<file path="config.mk">
export PLATFORM = sky130hd
export DESIGN_NAME = lsu_mem_master
export DESIGN_NICKNAME = d
export VERILOG_FILES = /design/src/rtl/lsu_mem_master.sv
export SDC_FILE = /design/constraint.sdc
export NUM_CORES = 1
export LEC_CHECK = 0
export BUFFER_PORTS_ARGS = -buffer_cell sky130_fd_sc_hd__buf_2
export CORE_MARGIN = 2
export CORE_UTILIZATION = 47
export DETAILED_ROUTE_END_ITERATION = 8
export GPL_TIMING_DRIVEN = 0
export PLACE_DENSITY = 0.83
export SETUP_SLACK_MARGIN = 0.15
export SLEW_MARGIN = 20
export SYNTH_ARGS = -nofsm -noshare
export SYNTH_HDL_FRONTEND = slang
export SYNTH_SLANG_ARGS = --single-unit
</file>
<file path="constraint.sdc">
create_clock -name clk -period 5 [get_ports clk]
set_input_delay 0.25 -clock clk [delete_from_list [all_inputs] [get_ports clk]]
set_output_delay 0.25 -clock clk [all_outputs]
set_load 0.05 [all_outputs]
</file>
<file path="src/rtl/lsu_mem_master.sv">
// Load/store initiator for a word-wide data RAM. Sub-word stores are done as read-modify-write,
// and load data is sign- or zero-extended before it is returned.
module lsu_mem_master #(
    parameter int unsigned MEM_BYTES = 4096
) (
    input  logic        clk,
    input  logic        rst,
    input  logic        req_valid,
    output logic        req_ready,
    input  logic        req_we,
    input  logic [2:0]  req_funct3,
    input  logic [31:0] req_addr,
    input  logic [31:0] req_wdata,
    output logic        resp_valid,
    output logic [31:0] resp_rdata,
    output logic        resp_err,
    output logic        mem_we,
    output logic        mem_re,
    output logic [31:0] mem_address,
    output logic [31:0] mem_write_data,
    input  logic [31:0] mem_read_data
);

    typedef enum logic [2:0] {StIdle, StRd, StRmwRd, StWr, StResp} state_e;

    state_e      state_q, state_d;
    logic [31:0] addr_q, addr_d;
    logic [31:0] word_q, word_d;
    logic [31:0] rdata_q, rdata_d;
    logic [2:0]  funct3_q, funct3_d;
    logic        err_q, err_d;

    logic        req_err;
    logic [7:0]  ld_byte;
    logic [15:0] ld_half;
    logic [31:0] ld_ext;
    logic [31:0] merged;

    always_comb begin
        req_err = (req_addr >= 32'(MEM_BYTES));
        case (req_funct3)
            3'b000:  req_err = req_err;
            3'b001:  req_err = req_err | req_addr[0];
            3'b010:  req_err = req_err | (req_addr[1:0] != 2'b00);
            3'b100:  req_err = req_err | req_we;
            3'b101:  req_err = req_err | req_we | req_addr[0];
            default: req_err = 1'b1;
        endcase
    end

    always_comb begin
        ld_byte = mem_read_data[{addr_q[1:0], 3'b000} +: 8];
        ld_half = mem_read_data[{addr_q[1], 4'b0000} +: 16];
        case (funct3_q)
            3'b000:  ld_ext = {{24{ld_byte[7]}}, ld_byte};
            3'b100:  ld_ext = {24'h0, ld_byte};
            3'b001:  ld_ext = {{16{ld_half[15]}}, ld_half};
            3'b101:  ld_ext = {16'h0, ld_half};
            default: ld_ext = mem_read_data;
        endcase
        // funct3[0] distinguishes SH from SB; only those two reach RMW_RD.
        merged = mem_read_data;
        if (funct3_q[0]) begin
            merged[{addr_q[1], 4'b0000} +: 16] = word_q[15:0];
        end else begin
            merged[{addr_q[1:0], 3'b000} +: 8] = word_q[7:0];
        end
    end

    always_comb begin
        state_d  = state_q;
        addr_d   = addr_q;
        word_d   = word_q;
        rdata_d  = rdata_q;
        funct3_d = funct3_q;
        err_d    = err_q;
        unique case (state_q)
            StIdle: begin
                if (req_valid) begin
                    addr_d   = req_addr;
                    word_d   = req_wdata;
                    funct3_d = req_funct3;
                    rdata_d  = '0;
                    err_d    = req_err;
                    if (req_err) begin
                        state_d = StResp;
                    end else if (!req_we) begin
                        state_d = StRd;
                    end else if (req_funct3 == 3'b010) begin
                        state_d = StWr;
                    end else begin
                        state_d = StRmwRd;
                    end
                end
            end
            StRd: begin
                rdata_d = ld_ext;
                state_d = StResp;
            end
            StRmwRd: begin
                word_d  = merged;
                state_d = StWr;
            end
            StWr:   state_d = StResp;
            StResp: state_d = StIdle;
            default: state_d = StIdle;
        endcase
    end

    always_ff @(posedge clk) begin
        if (rst) begin
            state_q  <= StIdle;
            addr_q   <= '0;
            word_q   <= '0;
            rdata_q  <= '0;
            funct3_q <= '0;
            err_q    <= 1'b0;
        end else begin
            state_q  <= state_d;
            addr_q   <= addr_d;
            word_q   <= word_d;
            rdata_q  <= rdata_d;
            funct3_q <= funct3_d;
            err_q    <= err_d;
        end
    end

    // Strobes are gated by rst so a reset landing in WR never reaches the RAM.
    assign req_ready      = (state_q == StIdle);
    assign resp_valid     = (state_q == StResp);
    assign resp_rdata     = (state_q == StResp) ? rdata_q : '0;
    assign resp_err       = (state_q == StResp) && err_q;
    assign mem_re         = ((state_q == StRd) || (state_q == StRmwRd)) && !rst;
    assign mem_we         = (state_q == StWr) && !rst;
    assign mem_address    = {addr_q[31:2], 2'b00};
    assign mem_write_data = (state_q == StWr) ? word_q : '0;

endmodule

</file>
==> results_dict.tcl, run 1 <==
set metrics [dict create \
    stdcell_count 1109 \
    num_rows 41 \
    drc 0 \
    yosys.area_share.simple_pct 23.1 \
    vias_per_cell 5.61 \
    finalCritPeriodShare_pct 53.9 \
    vias 6216 \
    drtIter0Drc 616 \
    gp_congestion 0.976 \
    switching_share_pct 29.5 \
    wl_per_cell_um 17.3 \
    ios 204 \
    p_sw_uw 584 \
    leakage_nw 3.40 \
    synthDistinctLibCells 63 \
    ctsHoldBuffers 0 \
    drive_above_1_share_pct 32.7 \
    pwr-share-comb_pct 19.3 \
    grt_max_degree 17 \
    h-tree-depth 3 \
    yosysTopAreaCell "dfxtp_1" \
    drv_cap 0 \
    synth_compound_area_share_pct 24.6 \
    drv_slew 0 \
    worstSetupPathType "flop to flop" \
    dp_hpwl_um 15000 \
    whs_ps 130 \
    synthTopCellsByArea "dfxtp_1 35%, and2_1 6.5%, nand2_1 6.2%, buf_4 4.4%, a21oi_1 4.4%" \
    insertion_delay_ps 360 \
    postCtsSetupRepairBufs 0 \
    outcome "finished, final reports clean" \
    clkPwrFrac_pct 36.1 \
    detail-route-antenna-nets 0 \
    cts_tree "done" \
    routed_wl_um 19100 \
    finalSetupViolations 0 \
    crit_path_start_kind "flop" \
    grt_pass1_wl_um 29000 \
    antenna_found_initial 0 \
    cts_made_buffers 9 \
    synth_edf_count 0 \
    synthFlopType "dfxtp_1" \
    cts_resized 0 \
    r2r_cells 9 \
    max_freq_mhz 371 \
    tns_ps 0 \
    clk_pin_slew_worst_paths_ps 70 \
    synth_seq_area_share_pct 34.7 \
    synth_warnings 0 \
    firstDrtPassIters 7 \
    start_util_pct 47.7 \
    yosys.area_share.adder_pct 1.05 \
    io_buffers 201 \
    ys_async_sr_fraction_pct 0 \
    dp.cells 1093 \
    arrival_ps 2920 \
    muxShareOfSynthArea_pct 5.42 \
    grt-ovfl-total 0 \
    timing.critical_path.fanout_max 10 \
    worstSetupEndpointType "flop" \
    syn_inst 719 \
    skew_ps 7.61 \
    cts_max_path_buffers 2 \
    required_ps 5230 \
    die_area_um2 13600 \
    min_period_ps 2690 \
    p_seq_share_pct 44.6 \
    intPower_mw 1.40 \
    crit_end "word_q[11]" \
    grt_pass1_vias 5583 \
    diodes 0 \
    holdCritPathClass "input pin to flop" \
    rsz0062_at_grt "no" \
    synth_xor_area_share_pct 0.147 \
    worst_pin_slew_ps 751 \
    crit_path_start "addr_q[1]" \
    coreArea_um2 12500 \
    r2r_start "addr_q[1]" \
    peakVddDrop_v 0.000255 \
    synth_area_um2 5950 \
    rrSetupSlack_ps 2310 \
    p_per_area_nw_per_um2 265 \
    globalRouteTotalUtil_pct 27.9 \
    nets 1040 \
    area_growth_pct 25.7 \
    clock-root-buffer "clkbuf_16" \
    synth_top_area_share_pct 34.7 \
    regToRegEndpoint "word_q[11]" \
    ys_seq_elements 103 \
    die_height_um 117 \
    chipWidth_um 117 \
    relSlewSlack_pct 49.6 \
    synth.avg_cell_area_um2 8.28 \
    synth_top_family_by_area "compound AO/OA/AOI/OAI gates" \
    clock_sinks 103 \
    hold_viol_final 0 \
]
[layout by cell type (no fill, tap or decap), drive strengths merged, types with 16 or more instances in the layout]
master,synthesis,layout
o211ai,17,17
nand2,98,98
o21ai,31,31
dfxtp,103,103
buf,58,259
a21oi,52,52
o221ai,17,17
nand3,16,16
nor2,22,22
inv,33,34
mux2i,21,21
and2,64,64
a221o,17,17
clkbuf,32,43
[worst min-delay path by stage]
stage,slack [ps],start,cells after the start,endpoint
after floorplan,390,req_addr[10],2,addr_q[10]
after global placement,430,rdata_q[11],1,rdata_q[11]
after detailed placement,430,rdata_q[10],1,rdata_q[10]
after CTS,120,req_addr[10],3,addr_q[10]
after global routing,120,req_addr[10],3,addr_q[10]
final,130,req_addr[10],3,addr_q[10]
[power groups by stage]
stage,combinational [mW],clock (mW),sequential (mW)
floorplan,0.257,0,0.891
global placement,0.372,0,0.900
detailed placement,0.376,0,0.901
CTS,0.377,0.724,0.883
global route,0.413,0.748,0.887
finish,0.382,0.715,0.884
[flip-flops by register name (all words and copies together), names as in the netlist]
register	flops
state_q	3
word_q	32
rdata_q	32
addr_q	32
err_q	1
funct3_q	3
[metrics by stage]
stage | area (um2) | util [%] | total power [mW] | setup WS (ps)
3_3_place_gp | 7180 | 57.6 | 1.27 | 2440
6_report | 7480 | 60.0 | 1.98 | 2310
4_1_cts | 7470 | 60.0 | 1.98 | 2130
3_5_place_dp | 7180 | 57.6 | 1.28 | 2410
5_1_grt | 7480 | 60.0 | 2.05 | 2160
2_1_floorplan | 5950 | - | 1.15 | 2530
[kinds of logic after synthesis]
group | after synthesis
flops | 103
other cells | 1
xor+xnor | 1
fa+ha+maj | 5
simple gates | 258
compound gates | 196
mux | 30
buf+inv | 125
[routing by layer]
layer / vias to the layer above / global-route usage [%] / wire [um]
met5: - / 0 / 0
met4: 0 / 10.7 / 617
met3: 49 / 7.42 / 2050
met2: 352 / 44.8 / 8710
met1: 2855 / 35.8 / 7770
li1: 2960 / - / -
[Yosys cell counts, drive strengths merged (3+ instances only)]
| library cell | instances |
|---|---|
| a211oi | 13 |
| a21o | 3 |
| a21oi | 52 |
| a221o | 17 |
| a221oi | 12 |
| a22oi | 8 |
| a32o | 5 |
| and2 | 64 |
| buf | 58 |
| clkbuf | 32 |
| dfxtp | 103 |
| ha | 5 |
| inv | 33 |
| mux2 | 8 |
| mux2i | 21 |
| nand2 | 98 |
| nand2b | 12 |
| nand3 | 16 |
| nand3b | 9 |
| nor2 | 22 |
| nor2b | 3 |
| nor3 | 13 |
| nor4 | 7 |
| o211ai | 17 |
| o21ai | 31 |
| o221ai | 17 |
| o22ai | 4 |
| o41ai | 7 |
[layout make-up]
type	instances	area, um2
Sequential cell	103	2060
Clock inverter	5	56.3
Fill cell	1183	4990
Multi-Input combinational cell	492	3240
Timing Repair Buffer	201	1010
Clock buffer	11	243
Buffer	90	526
Inverter	35	131
Tap cell	172	215
[critical path: stages, from the launching register on]
cell	delay, ps
dfxtp_1	370
buf_4	200
buf_2	220
inv_1	190
ha_1	370
and4b_1	240
and2_0	150
clkbuf_1	160
a221oi_1	530
o41ai_1	140
No activity file was read; power rests on OpenSTA's default activity.
==> run 2: changes to the inputs <==
==> constraint.sdc (replaced) <==
create_clock -name clk -period 2.7 [get_ports clk]
set_input_delay 0.135 -clock clk [delete_from_list [all_inputs] [get_ports clk]]
set_output_delay 0.135 -clock clk [all_outputs]
set_load 0.05 [all_outputs]
==> run 2 against run 1 <==
Flip-flop and latch count is the same. Sequential share of layout area shrank 0.31 points. Fmax grew 8.8%. Utilization grew 0.68 points. Critical endpoint unchanged. Largest cell class unchanged. Highest routed layer unchanged.
==> results_dict.tcl, run 2 (synthesis gave the netlist of run 1 again) <==
set metrics [dict create \
    worstSetupPathType "flop to flop" \
    dp.cells 1093 \
    clock_sinks 103 \
    crit_path_start_kind "flop" \
    num_rows 41 \
    gp_congestion 0.976 \
    start_util_pct 47.7 \
    drive_above_1_share_pct 34.2 \
    coreArea_um2 12500 \
    whs_ps 13.4 \
    worstSetupEndpointType "flop" \
    vias_per_cell 5.62 \
    diodes 0 \
    h-tree-depth 3 \
    grt-ovfl-total 0 \
    fin_util_pct 60.7 \
    drc 0 \
    die_height_um 117 \
    vias 6239 \
    grt_pass1_vias 5580 \
    p_per_area_nw_per_um2 485 \
    drv_slew 0 \
    required_ps 2950 \
    tns_ps 0 \
    arrival_ps 2720 \
    globalRouteTotalUtil_pct 27.9 \
    antenna_found_initial 0 \
    routed_wl_um 19200 \
    timing.critical_path.fanout_max 10 \
    leakage_nw 3.43 \
    cts_max_path_buffers 2 \
    placed_area_um2 7180 \
    top_regs "addr_q x32, rdata_q x32, word_q x32" \
    chipWidth_um 117 \
    layout_commonest_cell "buf_2" \
    nets 1041 \
    dp_hpwl_um 15000 \
    wl_per_cell_um 17.3 \
    skew_ps 6.38 \
    relSlewSlack_pct 51.3 \
    detail-route-antenna-nets 0 \
    cts_made_buffers 9 \
    finalCritPeriodShare_pct 91.7 \
    die_area_um2 13600 \
    area_growth_pct 27.1 \
    holdCritPathClass "input pin to flop" \
    ctsHoldBuffers 0 \
    fin_area_um2 7560 \
    clock-root-buffer "clkbuf_16" \
    finalSetupViolations 0 \
    outcome "finished, final reports clean" \
    peakVddDrop_v 0.000472 \
    ios 204 \
    dpl_worst_slack_ps 107 \
    layout_common_cells "210 x buf_2, 103 x dfxtp_1, 98 x nand2_1" \
    cts_tree "done" \
    grt_pass1_wl_um 29000 \
    clk_pin_slew_worst_paths_ps 70 \
    rsz0062_at_grt "yes" \
    worst_pin_slew_ps 725 \
    stdcell_count 1110 \
    insertion_delay_ps 360 \
    drv_cap 0 \
    setup_ws_ps 225 \
    p_total_mw 3.67 \
    hold_viol_final 0 \
    max_freq_mhz 404 \
    drtIter0Drc 599 \
    io_buffers 201 \
    firstDrtPassIters 5 \
    min_period_ps 2480 \
    grt_max_degree 17 \
]
run 2: layer usage:
| layer | vias up | wire length (um) | global-route usage, % | part of all wire [%] |
|---|---|---|---|---|
| met5 | - | 0 | 0 | 0 |
| met1 | 2867 | 7790 | 35.8 | 41 |
| met4 | 0 | 571 | 10.7 | 3.0 |
| met2 | 360 | 8820 | 44.8 | 46 |
| met3 | 47 | 2000 | 7.42 | 10 |
| li1 | 2965 | - | - | - |
run 2: power by group:
| group | leakage (nW) | switching, mW | internal [mW] |
|---|---|---|---|
| sequential | 0.842 | 0.0530 | 1.59 |
| clock | 0.146 | 0.569 | 0.744 |
| combinational | 2.44 | 0.455 | 0.264 |
| total | 3.43 | 1.08 | 2.59 |
run 2: final timing paths:
check             cells past startpoint          from    endpoint  slack (ps)
setup reg to reg                      9     addr_q[1]  word_q[11]         220
setup / recovery                      9     addr_q[1]  word_q[11]         220
hold reg to reg                       2    rdata_q[5]  rdata_q[5]         450
hold / removal                        3  req_addr[10]  addr_q[10]          10
run 2: worst max-delay path, cell delays in order (launching register included):
cell and delay [ps]:
dfxtp_1 380, buf_4 200, clkbuf_4 220, clkinvlp_4 210
ha_4 340, and4b_1 220, and2_0 120, buf_2 210
a221oi_2 120, o41ai_1 340
run 2: final cells by class:
class	count	area, um2
Buffer	90	529
Clock buffer	11	243
Clock inverter	5	56.3
Fill cell	1165	4900
Inverter	35	139
Multi-Input combinational cell	492	3310
Sequential cell	103	2060
Tap cell	172	215
Timing Repair Buffer	202	1010
run 2: what timing repair did:
| action | CTS | global route |
|---|---|---|
| setup endpoints to repair | 34 | 27 |
| pin swaps | 0 | 1 |
| setup buffers | 0 | 1 |
| hold endpoints to repair | 0 | 0 |
| resized for setup | 2 | 16 |
==> run 3: changes to the inputs <==
--- a/config.mk
+++ b/config.mk
@@ -6,11 +6,13 @@
 export NUM_CORES = 1
 export LEC_CHECK = 0
 export BUFFER_PORTS_ARGS = -buffer_cell sky130_fd_sc_hd__buf_2
+export CELL_PAD_IN_SITES_DETAIL_PLACEMENT = 1
+export CELL_PAD_IN_SITES_GLOBAL_PLACEMENT = 1
 export CORE_MARGIN = 2
-export CORE_UTILIZATION = 47
+export CORE_UTILIZATION = 37
 export DETAILED_ROUTE_END_ITERATION = 8
 export GPL_TIMING_DRIVEN = 0
-export PLACE_DENSITY = 0.83
+export PLACE_DENSITY = 0.89
 export SETUP_SLACK_MARGIN = 0.15
 export SLEW_MARGIN = 20
 export SYNTH_ARGS = -nofsm -noshare
==> run 3 against run 2 <==
Critical path depth is the same. Flip-flop and latch count is the same. Critical path type unchanged. Highest routed layer is now met5. Register-to-register slack is essentially flat. Utilization shrank 12 points. First-iteration DRC count shrank 32%.
==> results_dict.tcl, run 3 (synthesis gave the netlist of run 1 again) <==
set metrics [dict create \
    worstSetupPathType "flop to flop" \
    worstSetupEndpointType "flop" \
    clk_pin_slew_worst_paths_ps 70 \
    dp_hpwl_um 17800 \
    routed_wl_um 23100 \
    cts_tree "done" \
    chipWidth_um 131 \
    h-tree-depth 3 \
    r2r_start "addr_q[1]" \
    hold_viol_final 0 \
    p_total_mw 3.96 \
    holdPathEnd "addr_q[6]" \
    grt_max_degree 18 \
    required_ps 2930 \
    start_util_pct 37.6 \
    r2r_cells 9 \
    arrival_ps 2700 \
    outcome "finished, final reports clean" \
    leakage_nw 3.46 \
    rrSetupSlack_ps 230 \
    drive_above_1_share_pct 34.8 \
    grt-busiest-layer "met2" \
    dp.cells 1137 \
    drv_cap 0 \
    finalSetupViolations 0 \
    cts_made_buffers 9 \
    tns_ps 0 \
    drv_slew 0 \
    stdcell_count 1155 \
    insertion_delay_ps 350 \
    regToRegEndpoint "word_q[8]" \
    grt_pass1_wl_um 34800 \
    min_period_ps 2470 \
    coreArea_um2 15800 \
    top_regs "addr_q x32, rdata_q x32, word_q x32" \
    crit_path_start_kind "flop" \
    vias 6382 \
    setup_ws_ps 229 \
    num_rows 46 \
    relSlewSlack_pct 53.9 \
    vias_per_cell 5.53 \
    layout_commonest_cell "buf_2" \
    cts_max_path_buffers 2 \
    grtUsageMet3_pct 6.23 \
    grt_pass1_vias 6429 \
    detail-route-antenna-nets 0 \
    skew_ps 9.03 \
    diodes 0 \
    firstDrtPassIters 7 \
    grtUsageMet1_pct 32.4 \
    die_area_um2 17100 \
    max_freq_mhz 405 \
    nets 1042 \
    clock_sinks 103 \
    drc 0 \
    drtIter0Drc 408 \
    whs_path_depth 3 \
    p_per_area_nw_per_um2 511 \
    gp_congestion 0.931 \
    ios 204 \
    clock-root-buffer "clkbuf_16" \
    grt-ovfl-total 0 \
    die_height_um 131 \
    worst_pin_slew_ps 686 \
    wl_per_cell_um 20.0 \
    antenna_found_initial 1 \
    min_from "req_addr[6]" \
    area_growth_pct 30.0 \
    dpl_worst_slack_ps 47.5 \
    use_met2_pct 46.3 \
    peakVddDrop_v 0.000287 \
    finalCritPeriodShare_pct 91.5 \
    timing.critical_path.fanout_max 10 \
    layout_common_cells "208 x buf_2, 103 x dfxtp_1, 98 x nand2_1" \
    io_buffers 201 \
    globalRouteTotalUtil_pct 26.5 \
    rsz0062_at_grt "yes" \
    holdCritPathClass "input pin to flop" \
]
run 3: cell count changes in the layout (fill, tap and decap cells not counted), moves of 2 or more:
cell and delta:
clkbuf_2 +2, a221oi_4 +3, bufinv_16 +2, buf_2 -2, clkbuf_1 -2, clkinv_2 -2, a221oi_2 -3
run 3: worst max-delay path by stage:
| stage | start | end | slack, ps |
|---|---|---|---|
| CTS | addr_q[1] | word_q[11] | 90 |
| finish | addr_q[1] | word_q[8] | 230 |
| floorplan | state_q[2] | addr_q[0] | 230 |
| global route | addr_q[1] | word_q[13] | 100 |
| detailed placement | addr_q[1] | word_q[9] | 50 |
| global placement | addr_q[1] | word_q[9] | 110 |
run 3: power by group:
part	switching (mW)	internal [mW]	total (mW)
combinational	0.484	0.267	0.751
clock	0.624	0.939	1.56
sequential	0.0571	1.58	1.64
run 3: metrics by stage:
step / hold WS [ps] / util [%] / area [um2]
after floorplan: 271 / - / 5950
after global placement: 376 / 45.7 / 7230
final: 11.1 / 48.9 / 7740
after global routing: 13.3 / 48.9 / 7740
after CTS: 6.81 / 48.1 / 7610
after detailed placement: 385 / 45.7 / 7230
run 3: repair_timing:
item	in CTS	in global routing
pin swaps	0	2
setup buffers	0	2
hold buffers	0	0
setup endpoints to repair	39	41
resized for setup	5	24
run 3: worst max-delay path: stages (launching register included):
cell and delay [ps]:
dfxtp_1 390, buf_6 170, buf_4 180, clkinvlp_4 220
ha_4 290, and4b_1 220, and2_0 150, clkbuf_4 210
a221oi_4 390, o41ai_2 120
run 3: cell type report:
type | count | area (um2)
plain buffers | 90 | 541
multi-input cells | 492 | 3350
repair buffers | 203 | 1020
clock buffers | 10 | 239
flip-flops and latches | 103 | 2060
well taps | 216 | 270
fillers | 2000 | 8090
clock inverters | 6 | 115
inverters | 35 | 139
run 3: per-layer routing:
metal	wire, um	share of wire [%]	vias to the layer above
li1	-	-	2952
met1	9310	40	3070
met4	655	2.8	2
met2	11200	48	296
met5	13	0.056	-
met3	1950	8.5	62
